$ cat config.mk
export PLATFORM = sky130hd
export DESIGN_NAME = nkb2onehot_encoder
export DESIGN_NICKNAME = d
export VERILOG_FILES = /design/src/rtl/alu_pkg.sv /design/src/rtl/nkb2onehot_core.sv /design/src/rtl/nkb2onehot_encoder.sv
export SDC_FILE = /design/constraint.sdc
export NUM_CORES = 1
export LEC_CHECK = 0
export ABC_CLOCK_PERIOD_IN_PS = 2550
export CAP_MARGIN = 15
export CORE_ASPECT_RATIO = 0.6
export CORE_MARGIN = 3
export CORE_UTILIZATION = 59
export CTS_BUF_LIST = sky130_fd_sc_hd__clkbuf_16
export CTS_CLUSTER_DIAMETER = 80
export DETAILED_ROUTE_END_ITERATION = 8
export GPL_TIMING_DRIVEN = 1
export PLACE_DENSITY_LB_ADDON = 0.08
export SYNTH_ARGS = -nofsm -noshare
export SYNTH_HDL_FRONTEND = slang
export SYNTH_HIERARCHICAL = 1
export SYNTH_SLANG_ARGS = --single-unit
$ cat constraint.sdc
create_clock -name i_CLK -period 2.55 [get_ports i_CLK]
set_clock_uncertainty 0.1 [all_clocks]
set_input_delay 0.765 -clock i_CLK [delete_from_list [all_inputs] [get_ports i_CLK]]
set_output_delay 0.765 -clock i_CLK [all_outputs]
set_load 0.02 [all_outputs]
$ cat src/rtl/alu_pkg.sv
// alu_pkg: shared encoder defaults and FIFO occupancy state encodings
package alu_pkg;
   localparam int LEN_DEF   = 8;
   localparam int WIDTH_DEF = 4;
   localparam logic [1:0] ST_EMPTY = 2'b00;
   localparam logic [1:0] ST_HALF  = 2'b01;
   localparam logic [1:0] ST_FULL  = 2'b11;
endpackage

$ cat src/rtl/nkb2onehot_core.sv
// nkb2onehot_core: combinational NKB code to 2*LEN-bit one-hot conversion
// ports: code (WIDTH-bit unsigned) in; oh ({B,A} one-hot) out; err (code >= 2*LEN) out
module nkb2onehot_core import alu_pkg::*; #(
   parameter int LEN   = LEN_DEF,
   parameter int WIDTH = WIDTH_DEF
) (
   input  logic [WIDTH-1:0] code,
   output logic [2*LEN-1:0] oh,
   output logic             err
);
   assign err = 32'(code) >= 32'(2 * LEN);
   assign oh  = err ? '0 : (2 * LEN)'(1) << code;
endmodule

$ cat src/rtl/nkb2onehot_encoder.sv
// nkb2onehot_encoder: valid/ready NKB-to-one-hot encoder with 2-entry output FIFO
// ports: i_CLK, i_RSTn (async active-low); i_VALID/o_READY/i_D upstream;
//        o_VALID/i_READY/o_A_OH/o_B_OH/o_ERR downstream
module nkb2onehot_encoder import alu_pkg::*; #(
   parameter int LEN   = LEN_DEF,
   parameter int WIDTH = WIDTH_DEF
) (
   input  logic             i_CLK,
   input  logic             i_RSTn,
   input  logic             i_VALID,
   output logic             o_READY,
   input  logic [WIDTH-1:0] i_D,
   output logic             o_VALID,
   input  logic             i_READY,
   output logic [LEN-1:0]   o_A_OH,
   output logic [LEN-1:0]   o_B_OH,
   output logic             o_ERR
);
   localparam int W = 2 * LEN + 1;
   logic [1:0]       state, state_nxt;
   logic             wr_ptr, rd_ptr, in_fire, out_fire, enc_err;
   logic [W-1:0]     mem [2];
   logic [2*LEN-1:0] enc_oh;
   nkb2onehot_core #(.LEN(LEN), .WIDTH(WIDTH)) u_core (
      .code (i_D),
      .oh   (enc_oh),
      .err  (enc_err)
   );
   assign o_READY  = state != ST_FULL;
   assign o_VALID  = state != ST_EMPTY;
   assign in_fire  = i_VALID && o_READY;
   assign out_fire = o_VALID && i_READY;
   // simultaneous in+out keeps occupancy, so only one-sided transfers move state
   assign state_nxt = (in_fire && !out_fire) ? (state == ST_EMPTY ? ST_HALF : ST_FULL) :
                      (out_fire && !in_fire) ? (state == ST_FULL ? ST_HALF : ST_EMPTY) : state;
   assign {o_ERR, o_B_OH, o_A_OH} = o_VALID ? mem[rd_ptr] : '0;
   always_ff @(posedge i_CLK or negedge i_RSTn) begin
      if (!i_RSTn) begin
         state  <= ST_EMPTY;
         wr_ptr <= 1'b0;
         rd_ptr <= 1'b0;
         mem[0] <= '0;
         mem[1] <= '0;
      end else begin
         state <= state_nxt;
         if (in_fire) begin
            mem[wr_ptr] <= {enc_err, enc_oh};
            wr_ptr      <= ~wr_ptr;
         end
         if (out_fire) rd_ptr <= ~rd_ptr;
      end
   end
endmodule

# Word level (Yosys, flattened, before mapping)
# Index checks and enable logic that the tools add are counted.
[op_classes]
magnitude_cmp = 3
n_eq_ne = 2
n_shift = 1
mux = 11
bitwise = 4
reduce_logical = 10
[op_table]
columns = ["operator", "n"]
rows = [
  ["17-bit two-way mux", 5],
  ["34-bit bitwise mux", 1],
  ["17-bit demux with 1-bit select", 1],
  ["1-bit by 4-bit left shift with 16-bit output, first input constant", 1],
  ["2-bit two-way mux", 3],
  ["1-bit logical AND", 5],
  ["2-bit greater-or-equal comparator, second input constant", 2],
  ["1-bit inverter with 2-bit output", 2],
  ["2-bit nonzero test", 2],
  ["2-bit equality test, second input constant", 1],
  ["1-bit zero test", 2],
  ["2-bit zero test", 1],
  ["2-bit by 1-bit < comparator with 1-bit output, second input constant", 1],
  ["2-bit != test, second input constant", 1],
  ["1-bit inverter", 2],
  ["1-bit two-way mux", 1],
]
[totals]
reg_bits = 38
input_bits = 8
out_inout_bits = 19
wordCells = 36

# Longest topological paths before layout
# Gate-level depths: netlist of run 1.
[depth]
ltp_word = 6
ltp_mapped = 5
depth_no_buf = 3

# Cells and area by module
# Netlist of run 1, hierarchy kept.
[by_module_without_submodules]
columns = ["mod", "instances", "cells_each", "area_per_inst_um2", "seq_area_each_um2"]
rows = [
  ["nkb2onehot_encoder", 1, 129, 1783.0, 950.9],
  ["nkb2onehot_core", 1, 22, 237.7, 0.0],
]

# Worst setup path after synthesis of run 1
# No wires, ideal clock.
[synth_path]
path_type = "register to output"
from = "register rd_ptr"
to = "output o_A_OH[1]"
t_arrival_ns = 1.202
required_time_ns = 1.685
slack_ns = 0.483
path_stages_with_launch = 5
n_path_buf = 2
path_cell_list = "dfrtp_1 buf_2 buf_2 mux2i_1 nor2_1"
[synth_via]
elab_chain_len = 5
[synth_rtl]
columns = ["item", "line", "rtl"]
rows = [
  ["start, declared", "nkb2onehot_encoder.sv:21", "logic wr_ptr, rd_ptr, in_fire, out_fire, enc_err;"],
  ["start signal, assigned", "nkb2onehot_encoder.sv:50", "if (out_fire) rd_ptr <= ~rd_ptr;"],
  ["1-bit inverter with 2-bit output (not written as such)", "nkb2onehot_encoder.sv:36", "assign {o_ERR, o_B_OH, o_A_OH} = o_VALID ? mem[rd_ptr] : '0;"],
  ["17-bit two-way mux (not written as such) (3 in a row)", "nkb2onehot_encoder.sv:36", ""],
  ["17-bit two-way mux", "nkb2onehot_encoder.sv:36", ""],
  ["end, declared", "nkb2onehot_encoder.sv:15", "output logic [LEN-1:0] o_A_OH,"],
]
# No other way between the ends. The select of a mux whose other input is x is not followed.

# Final worst setup path of run 1
[layout_path]
from = "register rd_ptr"
to = "output o_A_OH[4]"
# Same word-level chain as after synthesis.

==> results of run 1 <==
## kinds of logic (layout without fill, tap and decap cells)
logic type                Yosys count  in the layout  synth area share (%)
muxes                              51             51                  29.2
other                               1              1                 0.186
and+or+nand+nor                    40             40                  15.7
xor gates and xnor gates            2              2                 0.867
DFF                                38             38                  47.1
buffers and inverters              13             44                  4.77
AOI/OAI and AO/OA                   6              6                  2.23
## repair_timing
action | 4_1_cts | 5_1_grt
hold endpoints to repair | 0 | 0
gates resized for setup | 20 | 0
setup endpoints to repair | 18 | 0
setup buffers | 0 | 0
## worst max-delay path, stage by stage (launching register included)
cell and delay, ps:
dfrtp_1 410, buf_12 200, mux2i_1 270, nor2_1 80, dlygate4sd2_1 320
## worst min path at each step
stage	from	end	depth (start not counted)
final	mem[19]$_DFFE_PN0P_	mem[19]$_DFFE_PN0P_	1
after global routing	mem[17]$_DFFE_PN0P_	mem[17]$_DFFE_PN0P_	1
after CTS	mem[19]$_DFFE_PN0P_	mem[19]$_DFFE_PN0P_	1
after detailed placement	mem[19]$_DFFE_PN0P_	mem[19]$_DFFE_PN0P_	1
after global placement	mem[5]$_DFFE_PN0P_	mem[5]$_DFFE_PN0P_	1
after floorplan	i_RSTn	mem[0]$_DFFE_PN0P_	0
## layout make-up
type                            instances  area, µm²
Clock buffer                            5        125
Clock inverter                          3       11.3
Fill cell                             178        626
Inverter                                2       7.51
Multi-Input combinational cell        100        973
Sequential cell                        38        953
Tap cell                               42       52.6
Timing Repair Buffer                   34        310
## per-stage QoR
stage | worst slack, ps | instances | cell area, µm² | hold WS [ps]
2_1_floorplan | 483 | 151 | 2020 | 369
3_3_place_gp | 136 | 216 | 2320 | 385
3_5_place_dp | 74.5 | 216 | 2320 | 395
4_1_cts | 112 | 224 | 2430 | 407
5_1_grt | 77.3 | 224 | 2430 | 422
6_report | 122 | 224 | 2430 | 405
## per-layer routing
layer	track usage (%)	wire, µm	share of wire (%)	vias to the layer above
met5	0	0	0	-
met4	8.43	52	1.3	0
met3	5.81	135	3.4	4
met2	34.2	1810	46	22
met1	29.9	1940	49	617
li1	-	-	-	600
## cell usage after synthesis
cell type   n
a21bo_4     1
a21oi_1     2
and4_1      1
and4b_1     4
and4bb_2    6
buf_12      1
buf_2       3
buf_4       5
buf_6       1
clkbuf_2    1
conb_1      1
dfrtp_1    38
inv_1       2
mux2_2     24
mux2_4     10
mux2i_1    17
nand2_1     3
nand3_4     1
nor2_1     19
nor2_8      1
nor4_2      1
nor4b_2     4
o21ai_0     2
o2bb2ai_1   1
xnor2_1     2
## power groups by stage
stage          clock (W)  sequential (W)  combinational, W
2_1_floorplan          0        0.000797          0.000563
4_1_cts         0.000580        0.000827          0.000734
3_3_place_gp           0        0.000821          0.000758
6_report        0.000570        0.000828          0.000728
3_5_place_dp           0        0.000834          0.000773
5_1_grt         0.000614        0.000845          0.000779
## state kept, by name (all words and copies together) (netlist names)
signal and flops:
mem 34, state 2, rd_ptr 1, wr_ptr 1
==> flow_summary.yaml, run 1 <==
status:
  outcome: "finished clean"
critical_path:
  cp-endpoint: "o_A_OH[4]"
  critPathLaunch: "rd_ptr$_DFFE_PN0P_"
  r2r_cells: 3
  worst-endpoint-required_ps: 1690
  worstPathMaxFanout: 17
  end_kind: "output port"
  r2r_end: "mem[33]$_DFFE_PN0P_"
  arrival_ps: 1560
  start_kind: "register"
  path_class: "register to output port"
  rrSetupSlack_ps: 920
  r2r_start: "state[1]$_DFFE_PN0P_"
power_and_ir_drop:
  powerDensity_mw_per_mm2: 873
  combPwrFrac_pct: 34.2
  p_switching_w: 0.000682
  power_w: 0.00213
  leakage_nw: 1.24
  vdd_drop_max_uv: 559
  swShare_pct: 32.1
  power.internal_w: 0.00144
  pwr-share-seq_pct: 39.0
  clkPwrFrac_pct: 26.8
clock_tree:
  root_buffer: "clkbuf_16"
  cts_buffer_depth: 2
  cts-buffers-inserted: 5
  clkTransAtPathRegs_ps: 50
  clk-insertion-delay-late_ps: 280
  cts_tree: "done"
  clkSinkCount: 38
  cts_hold_buf: 0
  ctsHtreeMaxLevel: 2
synthesis:
  synth_cell_types: 25
  netlist_area_mm2: 0.00202
  avgSynthCellArea_um2: 13.4
  yosysSeqAreaShare_pct: 47.1
  synth_top_area_share_pct: 47.1
  yosys.area.top_type: "dfrtp_1"
  ys_top_cells_by_area: "dfrtp_1 (47%), mux2_2 (13%), mux2i_1 (8.4%), mux2_4 (7.4%), and4bb_2 (3.7%)"
  synth_warnings: 6
  synthesis.instances: 151
  ys_seq_elements: 38
  syn_nets: 159
finish:
  utilization_pct: 79.6
  final_cell_mix: "dfrtp_1 (36), mux2_2 (24), nor2_1 (19)"
  mostFrequentLayoutCell: "dfrtp_1"
  fin_nets: 189
  n_antenna_cell: 0
  drive_above_1_share_pct: 34.6
  area_growth_pct: 20.4
floorplan:
  rows: 15
  core_mm2: 0.00306
  ioPinCount: 27
  die-area_mm2: 0.00419
  initial_core_util_pct: 66.1
  die_w_um: 81.6
  die_y_um: 51.3
sta:
  rsz0062_at_grt: "false"
  hold_violations: 0
  final.period_utilization_pct: 95.2
  setup_viol: 0
  setup_tns_ps: 0
  fin_crit_ps: 2430
  max_freq_mhz: 412
  drv_slew: 0
flow_run:
  cap_violations: 0
drt:
  vias: 1243
  dr.pass1.iters: 4
  vias_per_cell: 5.55
  drt_wl_total_um: 3940
  antenna_left: 0
  drtIter0Drc: 44
  wl_per_cell_um: 17.6
  post-route-drc-count: 0
global_route:
  antenna_found_initial: 0
  grt_pass1_wl_um: 6830
  grt_usage_pct: 22.1
  grt_max_degree: 39
  overflow: 0
  grt_pass1_vias: 1326
place:
  hpwl_um: 2550
  io_buffers: 26
  place_congestion: 0.793
hold_path:
  min_path_type: "register to register"
(Power assumes the default switching activity.)
==> run 2: changes to the inputs <==
--- a/config.mk
+++ b/config.mk
@@ -9,7 +9,7 @@
 export CAP_MARGIN = 15
 export CORE_ASPECT_RATIO = 0.6
 export CORE_MARGIN = 3
-export CORE_UTILIZATION = 59
+export CORE_UTILIZATION = 30
 export CTS_BUF_LIST = sky130_fd_sc_hd__clkbuf_16
 export CTS_CLUSTER_DIAMETER = 80
 export DETAILED_ROUTE_END_ITERATION = 8
==> run 2 against run 1 <==
  * Wire length increased by 8.2%
  * Die area grew 86%
  * Cell count is 20% higher
  * Setup slack improved by 4.7 ps
  * Total power increased by 2.0%
  * Sequential cell count stayed put
  * Clock power up 1%
  * Largest cell class unchanged
  * Largest power group unchanged
==> flow_summary.yaml, run 2 (same netlist as run 1, synthesis figures left out) <==
status:
  outcome: "finished clean"
finish:
  mostFrequentLayoutCell: "dfrtp_1"
  n_antenna_cell: 0
  area_growth_pct: 25.9
  largest_reg_flops: 34
  final_cell_mix: "dfrtp_1 (38), mux2_2 (24), nor2_1 (18)"
  top_regs: "mem (34), state (2)"
  fin_nets: 194
  regMostFlops: "mem"
  drive_above_1_share_pct: 36.2
sta:
  setup_tns_ps: 0
  hold_slack_ps: 405
  hold_violations: 0
  final.period_utilization_pct: 95.0
  setup_viol: 0
  slew-limit-headroom_pct: 63.0
  rsz0062_at_grt: "false"
  max_freq_mhz: 413
  fin_crit_ps: 2420
  worstMarginPinSlew_ps: 554
  drv_slew: 0
critical_path:
  r2r_cells: 5
  worstPathMaxFanout: 6
  arrival_ps: 1560
  end_kind: "output port"
  path_class: "register to output port"
  start_kind: "register"
  worst-endpoint-required_ps: 1690
global_route:
  grt_pass1_wl_um: 7220
  overflow: 0
  antenna_found_initial: 0
  grt_pass1_vias: 1371
  grt_max_degree: 39
  grt_usage_pct: 11.9
floorplan:
  die-area_mm2: 0.00779
  initial_core_util_pct: 32.1
  die_y_um: 69.6
  rows: 22
  die_w_um: 112
  ioPinCount: 27
  core_mm2: 0.00630
clock_tree:
  clk-insertion-delay-late_ps: 280
  clkTransAtPathRegs_ps: 60
  cts_tree: "done"
  cts_buffer_depth: 2
  cts_setup_buffers: 0
  cts-buffers-inserted: 5
  root_buffer: "clkbuf_16"
  clkSinkCount: 38
  ctsHtreeMaxLevel: 2
drt:
  wl_per_cell_um: 15.8
  vias_per_cell: 4.70
  post-route-drc-count: 0
  drtIter0Drc: 28
  dr.pass1.iters: 4
  drt_wl_total_um: 4260
  vias: 1263
  antenna_left: 0
place:
  place_congestion: 0.713
  hpwl_um: 2760
  io_buffers: 26
flow_run:
  cap_violations: 0
hold_path:
  min_path_type: "register to register"
  worstHoldPathCells: 1
power_and_ir_drop:
  leakage_nw: 1.28
  powerDensity_mw_per_mm2: 852
  vdd_drop_max_uv: 281
[run 2: cell count changes in the layout (fill, tap and decap cells not counted), moves of 2 or more]
| cell | change |
|---|---|
| buf_4 | +3 |
| dfrtp_2 | -2 |
| clkinv_1 | -2 |
| dfrtp_1 | +2 |
| buf_12 | +2 |
[run 2: repair_timing]
item	in CTS	in global routing
gates cloned	0	0
gates resized for setup	18	1
setup endpoints to repair	18	1
hold buffers	0	0
[run 2: path summary, 6_finish.rpt]
kind,start,slack (ps),to
setup / recovery,state[1]$_DFFE_PN0P_,130,o_READY
hold / removal,mem[16]$_DFFE_PN0P_,400,mem[16]$_DFFE_PN0P_
setup reg to reg,state[1]$_DFFE_PN0P_,920,mem[21]$_DFFE_PN0P_
hold reg to reg,mem[16]$_DFFE_PN0P_,400,mem[16]$_DFFE_PN0P_
max in group asynchronous,i_RSTn,1170,mem[30]$_DFFE_PN0P_
min in group asynchronous,i_RSTn,820,rd_ptr$_DFFE_PN0P_
[run 2: power breakdown]
part / internal, W / switching (W)
registers: 0.000727 / 0.0000845
logic: 0.000395 / 0.000385
clock network: 0.000348 / 0.000229
[run 2: cell type report]
cell class / instances / area (µm²)
clock buffer: 5 / 125
clock inverter: 1 / 3.75
fill: 595 / 3760
inverter: 2 / 7.51
multi-input combinational: 100 / 976
sequential: 38 / 951
tap: 84 / 105
timing repair buffer: 39 / 377
[run 2: critical path, stage by stage (launching register included)]
cell and delay (ps):
dfrtp_1 380, buf_4 160, nand2_1 110, clkdlybuf4s50_1 620
[run 2: metal layers]
| metal | track usage [%] | up-vias | wire length (µm) |
|---|---|---|---|
| met5 | 0 | - | 0 |
| met3 | 3.57 | 4 | 150 |
| li1 | - | 611 | - |
| met1 | 16.1 | 631 | 2180 |
| met4 | 4.80 | 0 | 48 |
| met2 | 17.9 | 17 | 1880 |
[run 2: metrics by stage]
stage	cell area (µm²)	setup WS, ps	instances	power, W	utilization [%]
after CTS	2540	38.2	269	0.00221	40.3
after global routing	2540	84.3	269	0.00229	40.4
final	2540	126	269	0.00217	40.4
after global placement	2430	125	263	0.00165	38.6
after detailed placement	2430	118	263	0.00166	38.6
after floorplan	2020	483	151	0.00136	-
